**src/rtl/prog_clk_divider.sv**
```systemverilog
// prog_clk_divider: runtime-programmable integer clock divider.
// Produces a registered divided clock with near-50% duty cycle plus
// single-cycle rise/fall strobes. New divisors arrive through a
// valid/ready handshake and are only applied at a period boundary.
module prog_clk_divider #(
  parameter int DIV_WIDTH = 16,
  parameter int RESET_DIV = 2
) (
  input  logic                 i_clk,
  input  logic                 i_rst,
  input  logic                 i_en,
  input  logic [DIV_WIDTH-1:0] i_div,
  input  logic                 i_div_valid,
  output logic                 o_div_ready,
  output logic [DIV_WIDTH-1:0] o_div_cur,
  output logic                 o_clk,
  output logic                 o_tick_rise,
  output logic                 o_tick_fall,
  output logic                 o_active
);

  typedef enum logic {
    ST_IDLE = 1'b0,
    ST_RUN  = 1'b1
  } state_t;

  // Divisors of 0 or 1 cannot form a high and a low phase; store them as 2.
  localparam logic [DIV_WIDTH-1:0] RESET_DIV_RAW = DIV_WIDTH'(RESET_DIV);
  localparam logic [DIV_WIDTH-1:0] RESET_DIV_CLAMPED =
    (RESET_DIV_RAW < DIV_WIDTH'(2)) ? DIV_WIDTH'(2) : RESET_DIV_RAW;

  function automatic logic [DIV_WIDTH-1:0] clamp_div(input logic [DIV_WIDTH-1:0] d);
    return (d < DIV_WIDTH'(2)) ? DIV_WIDTH'(2) : d;
  endfunction

  state_t               state_q, state_d;
  logic [DIV_WIDTH-1:0] cnt_q, cnt_d;
  logic [DIV_WIDTH-1:0] div_cur_q, div_cur_d;
  logic [DIV_WIDTH-1:0] pend_q, pend_d;
  logic                 pend_vld_q, pend_vld_d;
  logic                 clk_q, clk_d;
  logic                 rise_q, rise_d;
  logic                 fall_q, fall_d;

  logic                 accept;
  logic                 period_end;
  // One bit wider than the divisor so ceil(D/2) cannot overflow at D = 2^W-1.
  logic [DIV_WIDTH:0]   high_len;
  logic [DIV_WIDTH:0]   cnt_ext;

  // Next-state logic: run/idle control, period counter and divisor handshake.
  always_comb begin
    state_d    = state_q;
    cnt_d      = cnt_q;
    div_cur_d  = div_cur_q;
    pend_d     = pend_q;
    pend_vld_d = pend_vld_q;
    accept     = i_div_valid && !pend_vld_q;
    period_end = (state_q == ST_RUN) && (cnt_q == (div_cur_q - DIV_WIDTH'(1)));

    case (state_q)
      ST_IDLE: begin
        cnt_d = '0;
        // In IDLE the divisor takes effect immediately, so a period started
        // on this same edge already uses it.
        if (accept) begin
          div_cur_d = clamp_div(i_div);
        end
        if (i_en) begin
          state_d = ST_RUN;
        end
      end
      ST_RUN: begin
        // A transfer while running (even on the period-end edge) is parked
        // and applied at the following boundary.
        if (accept) begin
          pend_d     = clamp_div(i_div);
          pend_vld_d = 1'b1;
        end
        if (period_end) begin
          cnt_d = '0;
          if (pend_vld_q) begin
            div_cur_d  = pend_q;
            pend_vld_d = 1'b0;
          end
          if (!i_en) begin
            state_d = ST_IDLE;
          end
        end else begin
          cnt_d = cnt_q + DIV_WIDTH'(1);
        end
      end
      default: begin
        state_d = ST_IDLE;
      end
    endcase
  end

  // Output decode from the next state so clock and strobes are registered together.
  always_comb begin
    high_len = ({1'b0, div_cur_d} + (DIV_WIDTH+1)'(1)) >> 1;
    cnt_ext  = {1'b0, cnt_d};
    clk_d    = 1'b0;
    rise_d   = 1'b0;
    fall_d   = 1'b0;
    if (state_d == ST_RUN) begin
      clk_d  = (cnt_ext < high_len);
      rise_d = (cnt_d == '0);
      fall_d = (cnt_ext == high_len);
    end
  end

  // State and output registers; reset drops everything, including a pending divisor.
  always_ff @(posedge i_clk or posedge i_rst) begin
    if (i_rst) begin
      state_q    <= ST_IDLE;
      cnt_q      <= '0;
      div_cur_q  <= RESET_DIV_CLAMPED;
      pend_q     <= '0;
      pend_vld_q <= 1'b0;
      clk_q      <= 1'b0;
      rise_q     <= 1'b0;
      fall_q     <= 1'b0;
    end else begin
      state_q    <= state_d;
      cnt_q      <= cnt_d;
      div_cur_q  <= div_cur_d;
      pend_q     <= pend_d;
      pend_vld_q <= pend_vld_d;
      clk_q      <= clk_d;
      rise_q     <= rise_d;
      fall_q     <= fall_d;
    end
  end

  assign o_div_ready = !pend_vld_q;
  assign o_div_cur   = div_cur_q;
  assign o_clk       = clk_q;
  assign o_tick_rise = rise_q;
  assign o_tick_fall = fall_q;
  assign o_active    = (state_q == ST_RUN);

endmodule

```
**config.mk**
```make
export PLATFORM = sky130hd
export DESIGN_NAME = prog_clk_divider
export DESIGN_NICKNAME = d
export VERILOG_FILES = /design/src/rtl/prog_clk_divider.sv
export SDC_FILE = /design/constraint.sdc
export NUM_CORES = 1
export LEC_CHECK = 0
export ABC_AREA = 1
export CORE_ASPECT_RATIO = 0.5
export CORE_MARGIN = 2
export CORE_UTILIZATION = 50
export DETAILED_ROUTE_END_ITERATION = 12
export HOLD_SLACK_MARGIN = 0.08
export PLACE_DENSITY = 0.82
export SETUP_SLACK_MARGIN = 0.05
export SKIP_CTS_REPAIR_TIMING = 1
export SLEW_MARGIN = 20
export SYNTH_ARGS = -nofsm -noshare
export SYNTH_HDL_FRONTEND = slang
export SYNTH_SLANG_ARGS = --single-unit
```
**constraint.sdc**
```tcl
create_clock -name i_clk -period 5.55 [get_ports i_clk]
set_clock_uncertainty 0.2 [all_clocks]
set_input_delay 1.11 -clock i_clk [delete_from_list [all_inputs] [get_ports i_clk]]
set_output_delay 1.11 -clock i_clk [all_outputs]
set_load 0.01 [all_outputs]
```
---- Word level (Yosys, flattened, before mapping) ----
Index checks and enable logic that the tools add are counted.
storage, ports and cells
  input port bits ......................... 20
  output and inout port bits .............. 21
  logic and storage cells ................. 37
  register bits after elaboration ......... 53
cells by class
  equal/unequal tests ..................... 2
  magnitude comparators ................... 2
  mux-type cells .......................... 16
  reductions and logical operators ........ 5
  bitwise gates (word level) .............. 1
  add/subtract/negate cells ............... 3
operators by type and width
  operator                                              count
  2-to-1 mux 16 bit                                     5
  one-hot mux 16 bit (2 select lines)                   2
  == test 16 bit                                        2
  adder 16 x 1 -> 17 bit (second input constant)        1
  adder 16 x 1 -> 16 bit (second input constant)        1
  logical NOT 16 bit                                    1
  < comparator 16 bit                                   1
  < comparator 16 x 2 -> 1 bit (second input constant)  1
  subtractor 16 x 1 -> 16 bit (second input constant)   1
  2-to-1 mux 1 bit                                      8
  logical AND 1 bit                                     2
  one-hot mux 1 bit (2 select lines)                    1
  AND reduction 2 bit                                   1
  logical NOT 1 bit                                     1
  NOT 1 bit                                             1

---- Longest topological paths before layout ----
  depth in word-level cells ............... 8
  gate-level depth with buffers ........... 31
  depth with buffers taken out ............ 31

---- Worst setup path after synthesis ----
Ideal clock, no wire load.
  path type ............................... reg2reg
  start ................................... register div_cur_q[1], in the netlist o_div_cur[1]
  end ..................................... register clk_q, in the netlist o_clk
  data required time ...................... 5.256 ns
  stages on the path, launching flop included .. 27
  library setup time ...................... 0.094 ns
  clock period less this slack ............ 3.864 ns
  setup slack ............................. 1.686 ns
  arrival time ............................ 3.570 ns
  buffers on the path ..................... 0
  path through ............................ dfstp_2 > inv_2 > ha_1 > inv_1 > nand2_1 > nand3_1 > nand2_1 > or3_1 > nor2_1 > nand4_1 > nand2_1 > nand2_1 > nand2_1 > ha_1 > inv_1 > nor2_1 > nand3_2 > nor2_2 > nand3_1 > nand2_1 > nand2_1 > ha_1 > a21oi_1 > o21ai_0 > nand4_1 > o211ai_1 > a211oi_1
on the way
  longest elaborated chain between the ends .. 8
  elaborated cells on any way between the ends .. 14
  those cells by class .................... 2 x add/sub; 1 x order compare; 1 x eq/ne; 9 x mux; 1 x reduce/logical
RTL lines
  item                                 RTL line  text
  start, declared                      38        logic [DIV_WIDTH-1:0] div_cur_q, div_cur_d;
  start signal, assigned               127       div_cur_q <= div_cur_d;
  subtractor 16 x 1 -> 16 bit          59        period_end = (state_q == ST_RUN) && (cnt_q == (div_cur_q - DIV_WIDTH'(1)));
  == test 16 bit                       59
  logical AND 1 bit                    59
  2-to-1 mux 16 bit                    80        if (period_end) begin
  one-hot mux 16 bit (2 select lines)  61        case (state_q)
  via div_cur_d[0]                     38
  adder 16 x 1 -> 17 bit               101       high_len = ({1'b0, div_cur_d} + (DIV_WIDTH+1)'(1)) >> 1;
  < comparator 16 bit                  107       clk_d = (cnt_ext < high_len);
  2-to-1 mux 1 bit                     106       if (state_d == ST_RUN) begin
  via clk_d                            41        logic clk_q, clk_d;
  end signal, assigned                 130       clk_q <= clk_d;
  end, declared                        41
The timed path passes the listed nets, and every way through them passes these cells.
A chain may end at the register's enable or synchronous reset.

---- Worst setup path in the final report ----
  start ................................... register div_cur_q[0], in the netlist o_div_cur[0]
  end ..................................... register clk_q, in the netlist o_clk
Same word-level chain as after synthesis.

==> run summary <==
Of the total power, the clock network draws 21.3%. IR analysis of the VDD net gives a maximum drop of 0.156 mV. The share of the clock period used by the worst path came out at 81.4%. The number of cells in the design after placement is 807. The sequential element share of the synthesized area is 30.8%. The total via count in the routed design is 4494.

The total count of max-transition violations in the final report is 0. The largest buffer count on any clock path is 2. The worst setup path is captured at a flip-flop.

The combined buffer and inverter count along the critical path came out at 2. The final cell count without fillers is 815. The number of hold violations in the final report came to 0.

The run finished with clean final reports. The number of global-route vias before repair is 4168. The die boundary width came out at 135 um. For this run, the detailed router's first-pass iteration total came to 6. The all-layer global routing usage is 27.7%.

In the synthesized netlist the async set-or-reset flop fraction comes to 100%. The cell type with the highest aggregate area in the netlist is sky130_fd_sc_hd__dfrtp_1. The worst hold path begins at pend_q[0].

Among all flip-flop cells after synthesis, the most frequent one is sky130_fd_sc_hd__dfrtp_1. The iteration-0 DRC count of the detailed router is 462. In this run switching power makes up 42.1% of total power.

The area growth from synthesis to layout is 15.1%. The clock slew seen by the registers of the worst setup and hold paths is 70 ps. The core area came out at 8170 um2. For this design, the slowest cell found on the critical path is sky130_fd_sc_hd__dfrtp_1. The number of distinct library cells after synthesis is 36. The register bit count reported by yosys is 53. STA classifies the critical path startpoint as a flip-flop. The maximum frequency from static timing analysis is 0.221 GHz. Combinational cells account for 42.4% of the total power. In the final routed layout, each cell accounts on average for 15.6 um. The CTS tree is done.

The cell count after synthesis came out at 663. The worst flop-to-flop path startpoint is o_div_cur[0]. The standby leakage power is 2.54 nW.

The required arrival time at the worst endpoint is 5550 ps. Measured against its own limit, the worst slew margin works out to 44.0%. The effective utilization at floorplan came out at 52.7%.

The worst hold path passes through 2 cells. The reg-to-reg critical path endpoint is o_clk. Setup repair after global routing left no endpoint under its margin.

The via density per instance came out at 5.51. The start point of the critical path is o_div_cur[0]. The final critical path time including I/O delays and setup is 4520 ps.

The tightest min-delay check is of the reg -> reg type. Across all setup checks in the final design, the least slack found is 1030 ps. The cell family contributing the most delay on the critical path is simple AND/OR/NAND/NOR gates. The cell-internal power is 849 uW. The number of flops mapped to enable cells by yosys is 0. The arrival time of data at the critical path endpoint came out at 4520 ps.

The post-route DRC violation count came out at 0. In this design, the critical path's most frequently occurring cell is sky130_fd_sc_hd__nand2_1. The start-to-end type of the worst setup path is reg -> reg. The final hold slack came out at 297 ps. The power density over cell area is 296 nW/um2. The slew at the pin closest to its max-slew limit is 840 ps. The most common cell in the synthesized netlist is sky130_fd_sc_hd__nand2_1. The accumulated negative setup slack is 0 ps. The portion of total power attributed to sequential cells is 36.3%. The number of port buffers is 40. The share of the synthesized area in the top cell type came out at 30.2%. The remaining number of nets flagged by the antenna check after routing is 0.

The first global-routing pass estimated 20.4 mm of wire. The net switching power is 618 uW. The mapped cell area came out at 4310 um2.

In the post-synthesis netlist, the biggest area contributors are sky130_fd_sc_hd__dfrtp_1 30%, sky130_fd_sc_hd__nand2_1 18%, sky130_fd_sc_hd__inv_1 8.4%. The clock network latency to the later pin of the worst-skew pair came out at 300 ps. The floorplan step defined a die boundary enclosing 9420 um2. Each instance of the synthesized netlist takes up on average 6.50 um2. The placement row count is 23. The fraction of layout instances using a drive strength above 1 came out at 7.25%. The overall routed net length came out at 12.7 mm. The floorplan die height came out at 69.6 um. The detailed placer's ending HPWL is 9.95 mm. Max-cap violations in this run came to 0. Setup violations remaining at the end of the flow were counted as 0. The setup slack on the worst flop-to-flop path came out at 1030 ps. The initial antenna violation count came out at 0. Of all nets on the critical path, the largest fanout is 6. In this run the clock root is driven by a sky130_fd_sc_hd__clkbuf_16. The worst reg-to-reg path cell count is 30.

The count of pins on the block boundary is 41. The endpoint of the worst hold-timing path is pend_q[0]. The H-tree depth came out at 2. The worst setup slack before clock tree synthesis came out at 907 ps. Entering global routing, the biggest net connects 54 pins. The placer congestion estimate came out at 1.07. The number of warning messages in the yosys log is 0. The net count after synthesis came out at 702. The maximum cell stage delay along the critical path is 490 ps. The number of sinks on the clock net came out at 53. The antenna cell count came out at 0. The leftover overflow at the end of global routing came out at 0. The CTS buffer count is 5. The net total in the final layout is 741. Ranked by instance count, the synthesized netlist is headed by 208 x sky130_fd_sc_hd__nand2_1, 96 x sky130_fd_sc_hd__inv_1, 76 x sky130_fd_sc_hd__nor2_1.
through the flow:
stage	utilization [%]	power [mW]	instance area (um2)
after floorplan	-	0.938	4310
after global placement	59.0	1.12	4820
after detailed placement	59.0	1.14	4820
after CTS	60.7	1.45	4960
after global routing	60.7	1.56	4960
final	60.7	1.47	4960
sequential cells by signal, indices dropped and copies added, names as in the netlist:
register,count
pend_vld_q,1
o_tick_rise,1
o_div_cur,16
pend_q,16
cnt_q,16
o_active,1
o_clk,1
o_tick_fall,1
layer usage:
layer	part of all wire, %	vias to the layer above	GRT usage, %
li1	-	2171	-
met1	44	2054	38.5
met2	43	236	44.0
met3	10	33	6.43
met4	2.4	0	6.13
met5	0	-	0
cell usage in the layout, fill, tap and decap left out, drive strengths merged, types with 6 or more instances in the layout:
cell | netlist | final
clkdlybuf4s50 | 0 | 40
nor3 | 6 | 6
a21oi | 13 | 13
clkbuf | 7 | 7
nor2 | 96 | 96
inv | 102 | 102
o21ai | 26 | 26
o211ai | 8 | 8
nand4 | 12 | 12
nor4 | 6 | 6
nand3 | 64 | 64
ha | 19 | 19
dfrtp | 52 | 52
xor2 | 17 | 17
nand2 | 213 | 213
cells by family (layout without fill, tap and decap cells):
family	after synthesis	after routing	synth area share, %
AO/OA/AOI/OAI	54	54	7.21
XOR/XNOR	22	22	4.47
adder cells (fa/ha/maj)	19	19	5.52
buffers and inverters	113	153	10.1
flip-flops	53	53	30.8
AND/OR/NAND/NOR	402	402	41.9
final cells by class:
class | instances | area, um2
inverters | 102 | 383
clock inverters | 1 | 7.51
flip-flops and latches | 53 | 1330
repair buffers | 43 | 423
fillers | 773 | 3210
multi-input cells | 497 | 2540
well taps | 112 | 140
clock buffers | 7 | 133
power by group through the flow:
stage                     Combinational (mW)  Sequential (mW)  Clock, mW
after floorplan                        0.422            0.517          0
after global placement                 0.583            0.536          0
after detailed placement               0.604            0.538          0
after CTS                              0.611            0.530      0.310
after global routing                   0.699            0.541      0.325
final                                  0.622            0.533      0.312
worst min-delay path, stage by stage, from the launching register on:
cell	delay (ps)
sky130_fd_sc_hd__dfrtp_1	350
sky130_fd_sc_hd__nand2_1	50
sky130_fd_sc_hd__o21ai_0	60
worst max path at each step:
| stage | end | slack, ps | depth (start not counted) |
|---|---|---|---|
| global route | o_clk | 590 | 30 |
| detailed placement | o_clk | 910 | 20 |
| floorplan | o_clk | 1690 | 26 |
| finish | o_clk | 1030 | 30 |
| global placement | o_clk | 990 | 20 |
| CTS | o_clk | 1110 | 30 |
(Power assumes the default switching activity.)
